File: src/rtl/layer_seq_pkg.sv
// Shared types and constants for the dense-layer sequencer: FSM state encoding,
// default widths and saturation bounds used by the requantizer.
package layer_seq_pkg;

  typedef enum logic [2:0] {
    ST_IDLE  = 3'd0,
    ST_FETCH = 3'd1,
    ST_DRAIN = 3'd2,
    ST_WRITE = 3'd3,
    ST_DONE  = 3'd4
  } state_t;

  localparam int DEF_DATA_W   = 8;
  localparam int DEF_WEIGHT_W = 8;
  localparam int DEF_ACC_W    = 32;
  localparam int DEF_CNT_W    = 16;
  localparam int DEF_SHIFT_W  = 5;

  function automatic longint sat_max_f(input int w);
    return (longint'(1) << (w - 1)) - longint'(1);
  endfunction

  function automatic longint sat_min_f(input int w);
    return -(longint'(1) << (w - 1));
  endfunction

  localparam longint SAT_MAX = sat_max_f(DEF_DATA_W);
  localparam longint SAT_MIN = sat_min_f(DEF_DATA_W);

endpackage

File: src/rtl/requant_sat.sv
// Combinational requantizer: arithmetic right shift, saturate to DATA_W signed.
// Define LAYER_SEQ_RELU_EN to additionally clamp negative results to zero.
module requant_sat
  import layer_seq_pkg::*;
#(
  parameter int ACC_W   = DEF_ACC_W,
  parameter int DATA_W  = DEF_DATA_W,
  parameter int SHIFT_W = DEF_SHIFT_W
) (
  input  logic signed [ACC_W-1:0]   acc_i,
  input  logic        [SHIFT_W-1:0] shift_i,
  output logic signed [DATA_W-1:0]  result_o
);

  localparam logic signed [ACC_W-1:0] MAX_V = ACC_W'(sat_max_f(DATA_W));
  localparam logic signed [ACC_W-1:0] MIN_V = ACC_W'(sat_min_f(DATA_W));

  logic signed [ACC_W-1:0] shifted;
  logic signed [ACC_W-1:0] sat;

  always_comb begin
    shifted = acc_i >>> shift_i;
    if (shifted > MAX_V) begin
      sat = MAX_V;
    end else if (shifted < MIN_V) begin
      sat = MIN_V;
    end else begin
      sat = shifted;
    end
`ifdef LAYER_SEQ_RELU_EN
    if (sat < 0) begin
      sat = '0;
    end
`endif
    result_o = sat[DATA_W-1:0];
  end

endmodule

File: src/rtl/layer_sequencer.sv
// Dense-layer controller: streams activation/weight indices, runs a signed MAC
// per neuron and writes the requantized result. ReLU option: LAYER_SEQ_RELU_EN.
module layer_sequencer
  import layer_seq_pkg::*;
#(
  parameter int DATA_W   = DEF_DATA_W,
  parameter int WEIGHT_W = DEF_WEIGHT_W,
  parameter int ACC_W    = DEF_ACC_W,
  parameter int CNT_W    = DEF_CNT_W,
  parameter int SHIFT_W  = DEF_SHIFT_W
) (
  input  logic                       clk,
  input  logic                       rst,
  input  logic                       start,
  input  logic                       in_mode,
  input  logic        [CNT_W-1:0]    num_in,
  input  logic        [CNT_W-1:0]    num_out,
  input  logic        [31:0]         weight_base,
  input  logic        [SHIFT_W-1:0]  shift,
  input  logic signed [DATA_W-1:0]   data,
  input  logic signed [WEIGHT_W-1:0] weight,
  output logic                       mode,
  output logic        [31:0]         data_idx,
  output logic        [31:0]         weight_idx,
  output logic        [31:0]         result_idx,
  output logic                       write_enable,
  output logic signed [DATA_W-1:0]   result,
  output logic                       busy,
  output logic                       done
);

  state_t state_q, state_d;

  logic                      mode_q, mode_d;
  logic        [31:0]        data_idx_q, data_idx_d;
  logic        [31:0]        weight_idx_q, weight_idx_d;
  logic        [31:0]        result_idx_q, result_idx_d;
  logic                      we_q, we_d;
  logic signed [DATA_W-1:0]  result_q, result_d;
  logic                      busy_q, busy_d;
  logic                      done_q, done_d;
  logic signed [ACC_W-1:0]   acc_q, acc_d;
  logic        [CNT_W-1:0]   i_q, i_d;
  logic        [CNT_W-1:0]   o_q, o_d;
  logic        [31:0]        wp_q, wp_d;
  logic        [CNT_W-1:0]   num_in_q, num_in_d;
  logic        [CNT_W-1:0]   num_out_q, num_out_d;
  logic        [SHIFT_W-1:0] shift_q, shift_d;
  logic                      rd_valid_q, rd_valid_d;

  logic signed [DATA_W+WEIGHT_W-1:0] prod;
  logic signed [ACC_W-1:0]           acc_sum;
  logic signed [DATA_W-1:0]          req_out;

  assign prod    = data * weight;
  assign acc_sum = rd_valid_q ? (acc_q + ACC_W'(prod)) : acc_q;

  // Fed with the accumulator including the product landing this cycle, so the
  // result can be registered on DRAIN exit and appear alongside write_enable.
  requant_sat #(
    .ACC_W   (ACC_W),
    .DATA_W  (DATA_W),
    .SHIFT_W (SHIFT_W)
  ) u_requant (
    .acc_i    (acc_sum),
    .shift_i  (shift_q),
    .result_o (req_out)
  );

  always_comb begin
    state_d      = state_q;
    mode_d       = mode_q;
    data_idx_d   = data_idx_q;
    weight_idx_d = weight_idx_q;
    result_idx_d = result_idx_q;
    result_d     = result_q;
    acc_d        = acc_sum;
    i_d          = i_q;
    o_d          = o_q;
    wp_d         = wp_q;
    num_in_d     = num_in_q;
    num_out_d    = num_out_q;
    shift_d      = shift_q;

    case (state_q)
      ST_IDLE: begin
        if (start) begin
          mode_d    = in_mode;
          num_in_d  = num_in;
          num_out_d = num_out;
          shift_d   = shift;
          wp_d      = weight_base;
          i_d       = '0;
          o_d       = '0;
          acc_d     = '0;
          state_d   = ((num_in == '0) || (num_out == '0)) ? ST_DONE : ST_FETCH;
        end
      end
      ST_FETCH: begin
        data_idx_d   = 32'(i_q);
        weight_idx_d = wp_q;
        i_d          = i_q + CNT_W'(1);
        wp_d         = wp_q + 32'd1;
        if (i_q == num_in_q - CNT_W'(1)) begin
          state_d = ST_DRAIN;
        end
      end
      ST_DRAIN: begin
        result_d     = req_out;
        result_idx_d = 32'(o_q);
        state_d      = ST_WRITE;
      end
      ST_WRITE: begin
        acc_d = '0;
        i_d   = '0;
        if (o_q == num_out_q - CNT_W'(1)) begin
          state_d = ST_DONE;
        end else begin
          o_d     = o_q + CNT_W'(1);
          state_d = ST_FETCH;
        end
      end
      ST_DONE: begin
        state_d = ST_IDLE;
      end
      default: begin
        state_d = ST_IDLE;
      end
    endcase

    // Strobes are decoded from the state being entered so they line up with it.
    rd_valid_d = (state_q == ST_FETCH);
    we_d       = (state_d == ST_WRITE);
    done_d     = (state_d == ST_DONE);
    busy_d     = (state_d != ST_IDLE);
  end

  always_ff @(posedge clk) begin
    if (rst) begin
      state_q      <= ST_IDLE;
      mode_q       <= 1'b0;
      data_idx_q   <= '0;
      weight_idx_q <= '0;
      result_idx_q <= '0;
      we_q         <= 1'b0;
      result_q     <= '0;
      busy_q       <= 1'b0;
      done_q       <= 1'b0;
      acc_q        <= '0;
      i_q          <= '0;
      o_q          <= '0;
      wp_q         <= '0;
      num_in_q     <= '0;
      num_out_q    <= '0;
      shift_q      <= '0;
      rd_valid_q   <= 1'b0;
    end else begin
      state_q      <= state_d;
      mode_q       <= mode_d;
      data_idx_q   <= data_idx_d;
      weight_idx_q <= weight_idx_d;
      result_idx_q <= result_idx_d;
      we_q         <= we_d;
      result_q     <= result_d;
      busy_q       <= busy_d;
      done_q       <= done_d;
      acc_q        <= acc_d;
      i_q          <= i_d;
      o_q          <= o_d;
      wp_q         <= wp_d;
      num_in_q     <= num_in_d;
      num_out_q    <= num_out_d;
      shift_q      <= shift_d;
      rd_valid_q   <= rd_valid_d;
    end
  end

  assign mode         = mode_q;
  assign data_idx     = data_idx_q;
  assign weight_idx   = weight_idx_q;
  assign result_idx   = result_idx_q;
  assign write_enable = we_q;
  assign result       = result_q;
  assign busy         = busy_q;
  assign done         = done_q;

endmodule

File: config.mk
export PLATFORM = sky130hd
export DESIGN_NAME = layer_sequencer
export DESIGN_NICKNAME = d
export VERILOG_FILES = /design/src/rtl/layer_seq_pkg.sv /design/src/rtl/requant_sat.sv /design/src/rtl/layer_sequencer.sv
export SDC_FILE = /design/constraint.sdc
export NUM_CORES = 1
export LEC_CHECK = 0
export ABC_CLOCK_PERIOD_IN_PS = 11400
export CORE_UTILIZATION = 48
export CTS_CLUSTER_DIAMETER = 40
export DETAILED_ROUTE_END_ITERATION = 8
export HOLD_SLACK_MARGIN = 0.03
export PLACE_DENSITY_LB_ADDON = 0.3
export REMOVE_ABC_BUFFERS = 1
export SLEW_MARGIN = 20
export SYNTH_ARGS = -nofsm -noshare
export SYNTH_HDL_FRONTEND = slang
export SYNTH_SLANG_ARGS = --single-unit
File: constraint.sdc
create_clock -name clk -period 11.4 [get_ports clk]
set_input_delay 1.71 -clock clk [delete_from_list [all_inputs] [get_ports clk]]
set_output_delay 1.71 -clock clk [all_outputs]
set_load 0.1 [all_outputs]
After elaboration in Yosys (flattened, before gate mapping) --
Cells that the tools add are included.
Word-level totals: flip-flop bits (word level) 213, input bits 89, output and inout port bits 108, word-level logic and storage cells 64
Cells by class: add/subtract/negate cells 6, multipliers 1, magnitude comparators 2, eq/ne operators 9, shift operators 1, mux-type cells 16, reductions and logical operators 12
Operators by type and width (number):
- $pmux W32 S2 | 2
- $mux W32 | 3
- $pmux W16 S3 | 1
- $add A16 B1 Y16 const B | 2
- $add A32 B1 Y32 const B | 1
- $add A32 B16 Y32 | 1
- $eq A16 B16 Y1 | 2
- $gt A32 B8 Y1 const B | 1
- $logic_not A16 Y1 | 2
- $lt A32 B8 Y1 const B | 1
- $mux W16 | 2
- $pmux W16 S2 | 1
- $sshr A32 B5 Y32 | 1
- $sub A16 B1 Y16 const B | 2
- $mul A8 B8 Y16 | 1
- $mux W8 | 2
- $mux W3 | 4
- $pmux W3 S4 | 1
- $eq A3 B2 Y1 const B | 3
- $reduce_and A2 Y1 | 3
- $reduce_bool A3 Y1 | 2
- $ne A2 B2 Y1 const B | 2
- $reduce_bool A2 Y1 | 2
- $eq A3 B1 Y1 const B | 1
- 4 further kinds | 4

Depth between registers and ports, before layout --
Gate-level depths: netlist (run 1).
depth after elaboration 7, gate-level depth with buffers 28, depth with buffers taken out 26

Cells and area by module --
Synthesis (run 1) repeated with hierarchy kept, for this count alone.
Second synthesis, totals: cells, all modules 2062, area, all modules 17619.4 um^2
Modules (own cells, without submodules):
- layer_sequencer | instances 1, cells each 1779, area an instance 15247.1 um^2, sequential area each 4264.1 um^2
- requant_sat | instances 1, cells each 283, area an instance 2372.3 um^2, sequential area each 0.0 um^2

Worst setup path after synthesis (run 1) --
No wires, ideal clock.
path type input to register, from in weight[1], to reg result_q[4] (netlist: result[4]), setup time 0.085 ns, arrival 8.865 ns, data required time 11.315 ns, path slack 2.450 ns, stages 22, path buffers 1, cell sequence clkbuf_1 -> and2_1 -> fa_1 -> fa_1 -> fa_1 -> fa_1 -> ha_1 -> ha_1 -> and3_1 -> or2_1 -> o2111a_1 -> or4b_4 -> and2_4 -> o31ai_2 -> a311oi_1 -> o21ai_1 -> o21ai_1 -> a2111oi_2 -> and4_1 -> nand4b_1 -> a22o_2 -> o31ai_2
On the way: longest elaborated chain between the ends 7, elaborated cells between the ends (all ways) 8, those cells by class add/sub: 1; mul: 1; order compare: 2; shift: 1; mux: 3
RTL lines:
- start: declaration | line layer_sequencer.sv:21 | input logic signed [WEIGHT_W-1:0] weight,
- $mul A8 B8 Y16 * | line layer_sequencer.sv:55 | assign prod = data * weight;
- $add A32 B16 Y32 * | line layer_sequencer.sv:56 | assign acc_sum = rd_valid_q ? (acc_q + ACC_W'(prod)) : acc_q;
- $mux W32 * | line layer_sequencer.sv:56
- $sshr A32 B5 Y32 * | line requant_sat.sv:22 | shifted = acc_i >>> shift_i;
- $lt A32 B8 Y1 | line requant_sat.sv:25 | end else if (shifted < MIN_V) begin
- $mux W8 | line requant_sat.sv:25
- $mux W8 * | line requant_sat.sv:23 | if (shifted > MAX_V) begin
- end signal: assignment | line layer_sequencer.sv:164 | result_q <= result_d;
- end: declaration | line layer_sequencer.sv:39 | logic signed [DATA_W-1:0] result_q, result_d;
Every way passes the cells marked *; elsewhere a longest branch is shown, timed or not. A chain may end at the register's enable or synchronous reset.

Final worst setup path (run 1) --
from in data[7], to reg result_q[4] (netlist: result[4])
On the way: longest elaborated chain between the ends 7, elaborated cells between the ends (all ways) 8, those cells by class add/sub: 1; mul: 1; order compare: 2; shift: 1; mux: 3
RTL lines:
- start: declaration | line layer_sequencer.sv:20 | input logic signed [DATA_W-1:0] data,
- $mul A8 B8 Y16 * | line layer_sequencer.sv:55
- $add A32 B16 Y32 * | line layer_sequencer.sv:56
- $mux W32 * | line layer_sequencer.sv:56
- $sshr A32 B5 Y32 * | line requant_sat.sv:22
- $lt A32 B8 Y1 | line requant_sat.sv:25
- $mux W8 | line requant_sat.sv:25
- $mux W8 * | line requant_sat.sv:23
Marks and branches as above.

==> reports/metrics.csv, run 1 <==
stage;metric;value;unit
outcome;outcome;complete, no violations;
timing;finalSetupViolCount;0;
cts;post_cts_buffers;0;
power_and_ir_drop;powerDensity;289;nW/um^2
die;row_count;71;
synth;synth_edf_count;0;
timing;rsz0062_at_grt;false;
grt;grt_max_degree;74;
cells_and_area;multiInputGateArea;12800;sq um
die;fp.dieW;197;um
power_and_ir_drop;p_leak;8.33;nW
cts;numCtsBuffers;29;
synth;synth.most_common_cell;nand2_1;
timing;slew_viol_final;0;
synth;ys.flop_type;dfxtp_1;
die;ios;197;
flow_run;max_cap_violations;0;
synth;ys_seq_area_share;23.4;%
grt;grt_pass1_wl;83.9;mm
synth;yosysWarnings;0;
cts;clkSinkCount;213;
routing;ant_nets;0;
die;die_area;38800;sq um
critical_path;cp_common_cell;fa_1;
critical_path;r2r_slack;3.96;ns
timing;hold_violations;0;
die;core;37500;sq um
timing;fin_skew;0.0125;ns
synth;synth_cell_types;90;
critical_path;worstReg2RegStart;acc_q[4]$_SDFF_PP0_;
grt;first_global_vias;16500;
synth;yosysTopAreaCell;dfxtp_1;
timing;relSlewSlack;27.3;%
synth;syn_area;18200;sq um
timing;fin_ws;1.41;ns
cts;clockBufferDepth;3;
cells_and_area;drive_gt1_share;5.38;%
placement;io_buffers;164;
cts;htreeDepth;1;
grt;overflow;0;
placement;dp_slack;0.903;ns
timing;tightest_slew;1.09;ns
cells_and_area;nNetsFinal;2695;
critical_path;start_kind;input pin;
cts;path_clk_slew;0.06;ns
cts;postCtsHoldBufs;0;
die;die_y;197;um
timing;max_freq;100;MHz
timing;fin_setup_tns;0;ns
power_and_ir_drop;ir_worst_vdd;0.000166;V
cts;clk_root_buffer_cell;clkbuf_16;
synth;yosys.area.top_type_share;23.4;%
critical_path;crit_fanout;12;
synth;synth_area_leaders;dfxtp_1 (23%), fa_1 (15%), nand2_1 (7.5%), a21oi_1 (5.9%), ha_1 (5.1%);
cells_and_area;area.growth.synth_to_final;15.4;%
routing;routed_wirelength;51.2;mm
routing;wire_per_inst;17.5;um
critical_path;startpoint;data[7];
timing;period_share;87.6;%
placement;dp_hpwl;38.7;mm
critical_path;slowest_stage;fa_1;
critical_path;worstSetupEndpointType;flip-flop;
routing;first_iter_violations;1400;
critical_path;endpoint;result[4]$_SDFFE_PP0P_;
critical_path;timing.rr.end;result[4]$_SDFFE_PP0P_;
critical_path;required;11.85;ns
synth;netlist_instances;2314;
cells_and_area;ff_latch_area;4270;sq um
routing;drc;0;
synth;synth_seq_cells;213;
critical_path;critPathKind;in2reg;
synth;avgSynthCellArea;7.88;sq um
critical_path;slowest_delay;0.84;ns
grt;track_usage;26.3;%
hold_path;worstHoldPathType;reg2reg;
synth;async_reset_ff_share;0;%
routing;route.vias.total;16900;
routing;via_per_inst;5.78;
die;start_util;48.6;%
cts;tritoncts;done;
critical_path;crit_arrival;10.44;ns
cts;clock_latency;0.57;ns
cells_and_area;fill_cells;3511;
cts;cts_resized;0;
synth;synthTopCellsByCount;nand2_1 (364), a21oi_1 (214), dfxtp_1 (213), nor2_1 (209), fa_1 (136);
critical_path;r2r_cells;26;
timing;period_minus_slack;9.99;ns
placement;gp_congestion;0.940;
cells_and_area;fin_util;56.1;%
routing;firstDrtPassIters;6;
grt;grt_antenna_before_repair;3;
[final cells by class]
| type | instances | area share (%) |
|---|---|---|
| clock inverter | 22 | 1.07 |
| sequential | 213 | 20.3 |
| clock buffer | 31 | 3.58 |
| antenna | 1 | 0.0119 |
| tap | 511 | 3.04 |
| inverter | 132 | 2.36 |
| timing repair buffer | 188 | 8.65 |
| multi-input combinational | 1831 | 61.0 |
[metal layers]
metal | track usage [%] | vias to the layer above | wire length [um]
met5 | 0 | - | 26
met2 | 42.4 | 578 | 23500
met1 | 34.6 | 8115 | 22100
li1 | - | 8125 | -
met3 | 6.71 | 103 | 4250
met4 | 7.72 | 4 | 1310
[power by group]
group / switching [mW] / total (mW) / internal [mW] / leakage (nW)
Combinational: 2.75 / 4.32 / 1.57 / 6.12
Sequential: 0.0651 / 0.860 / 0.795 / 1.73
Clock: 0.386 / 0.905 / 0.518 / 0.478
[metrics by stage]
stage          hold slack, ns  total power, mW  std cells  cell area (sq um)
3_3_place_gp            0.442             5.07       2875              20100
3_5_place_dp            0.446             5.11       2875              20100
2_1_floorplan           0.442             4.05       2176              17600
4_1_cts                 0.454             6.05       2928              21000
5_1_grt                 0.477             6.64       2928              21000
6_report                0.452             6.09       2929              21000
[sequential cells by signal, summed over array words and instances, names as in the netlist, 3 cells and up]
register / flops
result: 8
i_q: 16
wp_q: 32
acc_q: 32
data_idx: 16
num_out_q: 16
o_q: 16
shift_q: 5
result_idx: 16
state_q: 3
weight_idx: 32
num_in_q: 16
[critical path: cells and delay by family]
| kind | cells | cell delay (ns) |
|---|---|---|
| AO/OA/AOI/OAI | 7 | 2.10 |
| XOR/XNOR | 1 | 0.55 |
| adder cells (fa/ha/maj) | 6 | 3.28 |
| buffers and inverters | 4 | 1.24 |
| AND/OR/NAND/NOR | 7 | 1.53 |
[worst min path at each step]
stage / start / end / slack [ns] / cells past startpoint
6_report: data_idx[11]$_SDFFE_PP0P_ / data_idx[11]$_SDFFE_PP0P_ / 0.45 / 2
5_1_grt: data_idx[14]$_SDFFE_PP0P_ / data_idx[14]$_SDFFE_PP0P_ / 0.48 / 2
4_1_cts: weight_idx[26]$_SDFFE_PP0P_ / weight_idx[26]$_SDFFE_PP0P_ / 0.45 / 2
3_5_place_dp: result_idx[2]$_SDFFE_PP0P_ / result_idx[2]$_SDFFE_PP0P_ / 0.45 / 2
3_3_place_gp: weight_idx[15]$_SDFFE_PP0P_ / weight_idx[15]$_SDFFE_PP0P_ / 0.44 / 2
2_1_floorplan: num_out_q[15]$_SDFFE_PP0P_ / num_out_q[15]$_SDFFE_PP0P_ / 0.44 / 2
[layout by cell type (no fill, tap or decap), types with 46 or more instances in the layout]
cell type / count
a21oi_1: 214
and2_1: 53
clkdlybuf4s50_1: 163
dfxtp_1: 211
fa_1: 136
ha_1: 75
inv_1: 129
mux2i_1: 46
nand2_1: 362
nand3_1: 55
nor2_1: 208
nor3_1: 48
o21ai_0: 72
xnor2_1: 48
[logic make-up (layout without fill, tap and decap cells)]
group | after synthesis | in the layout | synth area share (%)
AO/OA/AOI/OAI | 541 | 541 | 19.2
XOR/XNOR | 79 | 79 | 3.84
adder cells (fa/ha/maj) | 211 | 211 | 20.1
buffers and inverters | 301 | 373 | 6.97
flip-flops | 213 | 213 | 23.4
multiplexers | 62 | 62 | 3.58
other | 1 | 33 | 0.0206
AND/OR/NAND/NOR | 906 | 906 | 22.9
No activity file was read; power rests on OpenSTA's default activity.
==> run 2, diff against run 1 <==
SYNTH_HIERARCHICAL = 1   (was not set)
==> run 2 against run 1 <==
Net effect: cell count down 10%; combinational power is 19% lower; power decreased by 13%.
==> reports/metrics.csv, run 2 <==
stage;metric;value;unit;change
outcome;outcome;complete, no violations;;
timing;max_freq;98.0;MHz;-2.1%
cts;htreeDepth;1;;unchanged
critical_path;start_kind;input pin;;
routing;wire_per_inst;16.8;um;-3.8%
cells_and_area;final_common_cell;nand2_1;;
grt;grt_antenna_before_repair;2;;-1
hold_path;hold_path_startpoint;result_idx[15]$_SDFFE_PP0P_;;
flow_run;max_cap_violations;0;;unchanged
cells_and_area;layout_common_cells;nand2_1 (337), dfxtp_1 (211), a21oi_1 (200), clkdlybuf4s50_1 (163), nor2_1 (140);;
die;core;35800;sq um;-4.4%
synth;avgSynthCellArea;8.54;sq um;+8.5%
critical_path;slowest_delay;0.75;ns;-0.09 ns
hold_path;hold_end;result_idx[15]$_SDFFE_PP0P_;;
critical_path;worstSetupEndpointType;flip-flop;;
synth;async_reset_ff_share;0;%;unchanged
synth;ys.flop_type;dfxtp_1;;
die;fp.dieW;194;um;-1.7%
synth;yosysWarnings;6;;+6
grt;first_global_vias;14700;;-11%
timing;fin_setup_tns;0;ns;unchanged
synth;synth_area_leaders;dfxtp_1 (24%), fa_1 (15%), nand2_1 (7.2%), a21oi_1 (5.7%), ha_1 (5.3%);;
die;die_area;37500;sq um;-3.3%
synth;synth_cell_types;90;;unchanged
critical_path;critPathKind;in2reg;;
timing;relSlewSlack;28.8;%;+1.6 points
power_and_ir_drop;fin_total_pwr;5.29;mW;-13%
die;ios;197;;unchanged
critical_path;crit_fanout;13;;+1
synth;synth_seq_cells;213;;unchanged
placement;io_buffers;164;;unchanged
routing;routed_wirelength;44.3;mm;-13%
placement;place_area;19300;sq um;-3.8%
critical_path;worstReg2RegStart;acc_q[4]$_SDFF_PP0_;;
power_and_ir_drop;p_leak;8.16;nW;-2.0%
synth;netlist_instances;2062;;-11%
timing;hold_violations;0;;unchanged
cts;clkSinkCount;213;;unchanged
synth;syn_area;17600;sq um;-3.4%
power_and_ir_drop;ir_worst_vdd;0.000262;V;+57%
critical_path;required;11.80;ns;-0.05 ns
timing;tightest_slew;1.06;ns;-0.0234 ns
timing;rsz0062_at_grt;false;;
cts;post_cts_buffers;0;;unchanged
critical_path;crit_arrival;10.60;ns;+0.16 ns
critical_path;timing.rr.end;result[6]$_SDFFE_PP0P_;;
die;row_count;69;;-2.8%
hold_path;worstHoldPathType;reg2reg;;
synth;synth_edf_count;0;;unchanged
routing;first_iter_violations;1092;;-22%
routing;via_per_inst;5.66;;-2.0%
cts;tritoncts;done;;
synth;synth.most_common_cell;nand2_1;;
timing;finalSetupViolCount;0;;unchanged
synth;yosysTopAreaCell;dfxtp_1;;
timing;slew_viol_final;0;;unchanged
timing;period_share;89.5;%;+1.9 points
die;start_util;49.2;%;+0.55 points
critical_path;r2r_slack;3.08;ns;-0.88 ns
grt;grt_pass1_wl;75.3;mm;-10%
routing;route.vias.total;14900;;-12%
timing;fin_skew;0.0289;ns;+0.0164 ns
power_and_ir_drop;powerDensity;260;nW/um^2;-10%
placement;dp_hpwl;33.4;mm;-14%
hold_path;holdPathStages;2;;unchanged
timing;hold_ws;0.451;ns;-0.000797 ns
cts;clockBufferDepth;3;;unchanged
cts;path_clk_slew;0.05;ns;about the same
synth;ys_seq_area_share;24.2;%;+0.81 points
synth;synthTopCellsByCount;nand2_1 (337), dfxtp_1 (213), a21oi_1 (200), nor2_1 (141), fa_1 (136);;
grt;overflow;0;;unchanged
cts;clk_root_buffer_cell;clkbuf_16;;
cells_and_area;area.growth.synth_to_final;15.4;%;about the same
cells_and_area;fin_area;20300;sq um;-3.4%
grt;grt_max_degree;75;;+1.4%
critical_path;r2r_cells;28;;+7.7%
timing;period_minus_slack;10.20;ns;+0.216 ns
routing;ant_nets;0;;unchanged
cells_and_area;drive_gt1_share;7.50;%;+2.1 points
routing;drc;0;;unchanged
cts;cts_resized;0;;unchanged
cells_and_area;nNetsFinal;2451;;-9.1%
die;die_y;194;um;-1.7%
cts;clock_latency;0.56;ns;about the same
synth;yosys.area.top_type_share;24.2;%;+0.81 points
cts;numCtsBuffers;30;;+3.4%
placement;gp_congestion;0.919;;-2.2%
grt;track_usage;24.0;%;-2.2 points
critical_path;slowest_stage;fa_1;;
routing;firstDrtPassIters;5;;-1
cts;postCtsHoldBufs;0;;unchanged
run 2: cell count changes after synthesis, moves of 18 or more:
cell     previous run  this run
nor2_1            209       141
inv_1             129       111
o21ai_0            72        50
nand2_1           364       337
mux2_2             14        35
mux4_2              1        27
and2_1             55        74
mux2i_1            46        23
run 2: routing by layer:
layer / GRT usage, % / wire length (um) / share of wire, % / up-vias
li1: - / - / - / 7238
met1: 32.6 / 19500 / 44 / 7175
met2: 40.0 / 21200 / 48 / 442
met3: 3.36 / 2400 / 5.4 / 73
met4: 6.67 / 1190 / 2.7 / 0
met5: 0 / 0 / 0 / -
run 2: metrics by stage:
stage | setup WS [ns] | instances | utilization (%)
finish | 1.20 | 2636 | 56.7
global route | 0.540 | 2636 | 56.7
CTS | 1.25 | 2634 | 56.7
detailed placement | 0.682 | 2580 | 53.9
global placement | 0.819 | 2580 | 53.9
floorplan | 1.36 | 1936 | -
run 2: where the power goes:
group / switching [mW] / internal, mW / leakage [nW] / total, mW
logic: 1.97 / 1.53 / 5.93 / 3.50
clock network: 0.363 / 0.560 / 0.495 / 0.923
registers: 0.0627 / 0.796 / 1.73 / 0.859
run 2: cell families after synthesis:
family / share of synthesized area, %
compound gates: 14.6
buf+inv: 7.04
simple gates: 20.1
fa+ha+maj: 20.8
xor+xnor: 5.07
mux: 8.19
other cells: 0.0213
flops: 24.2
run 2: worst max-delay path by stage:
stage / startpoint / end / slack (ns) / cells after the start
global placement: weight[2] / result[5]$_SDFFE_PP0P_ / 0.82 / 29
detailed placement: weight[2] / result[3]$_SDFFE_PP0P_ / 0.68 / 29
global route: data[7] / result[0]$_SDFFE_PP0P_ / 0.54 / 29
finish: data[7] / result[6]$_SDFFE_PP0P_ / 1.20 / 29
floorplan: data[7] / result[3]$_SDFFE_PP0P_ / 1.36 / 26
CTS: weight[2] / result[3]$_SDFFE_PP0P_ / 1.25 / 29
run 2: critical path: cells and delay by family:
kind,cells,cell delay (ns)
fa+ha+maj,6,2.99
compound gates,9,2.32
mux,3,1.39
buf+inv,6,1.21
simple gates,4,0.90
xor+xnor,1,0.08
run 2: layout make-up:
class                           instances  area (sq um)
Fill cell                            3266         15500
Multi-Input combinational cell       1609         12200
Sequential cell                       213          4270
Timing Repair Buffer                  183          1780
Clock buffer                           35           810
Tap cell                              461           577
Inverter                              114           428
Clock inverter                         19           210
Antenna cell                            2          5.00
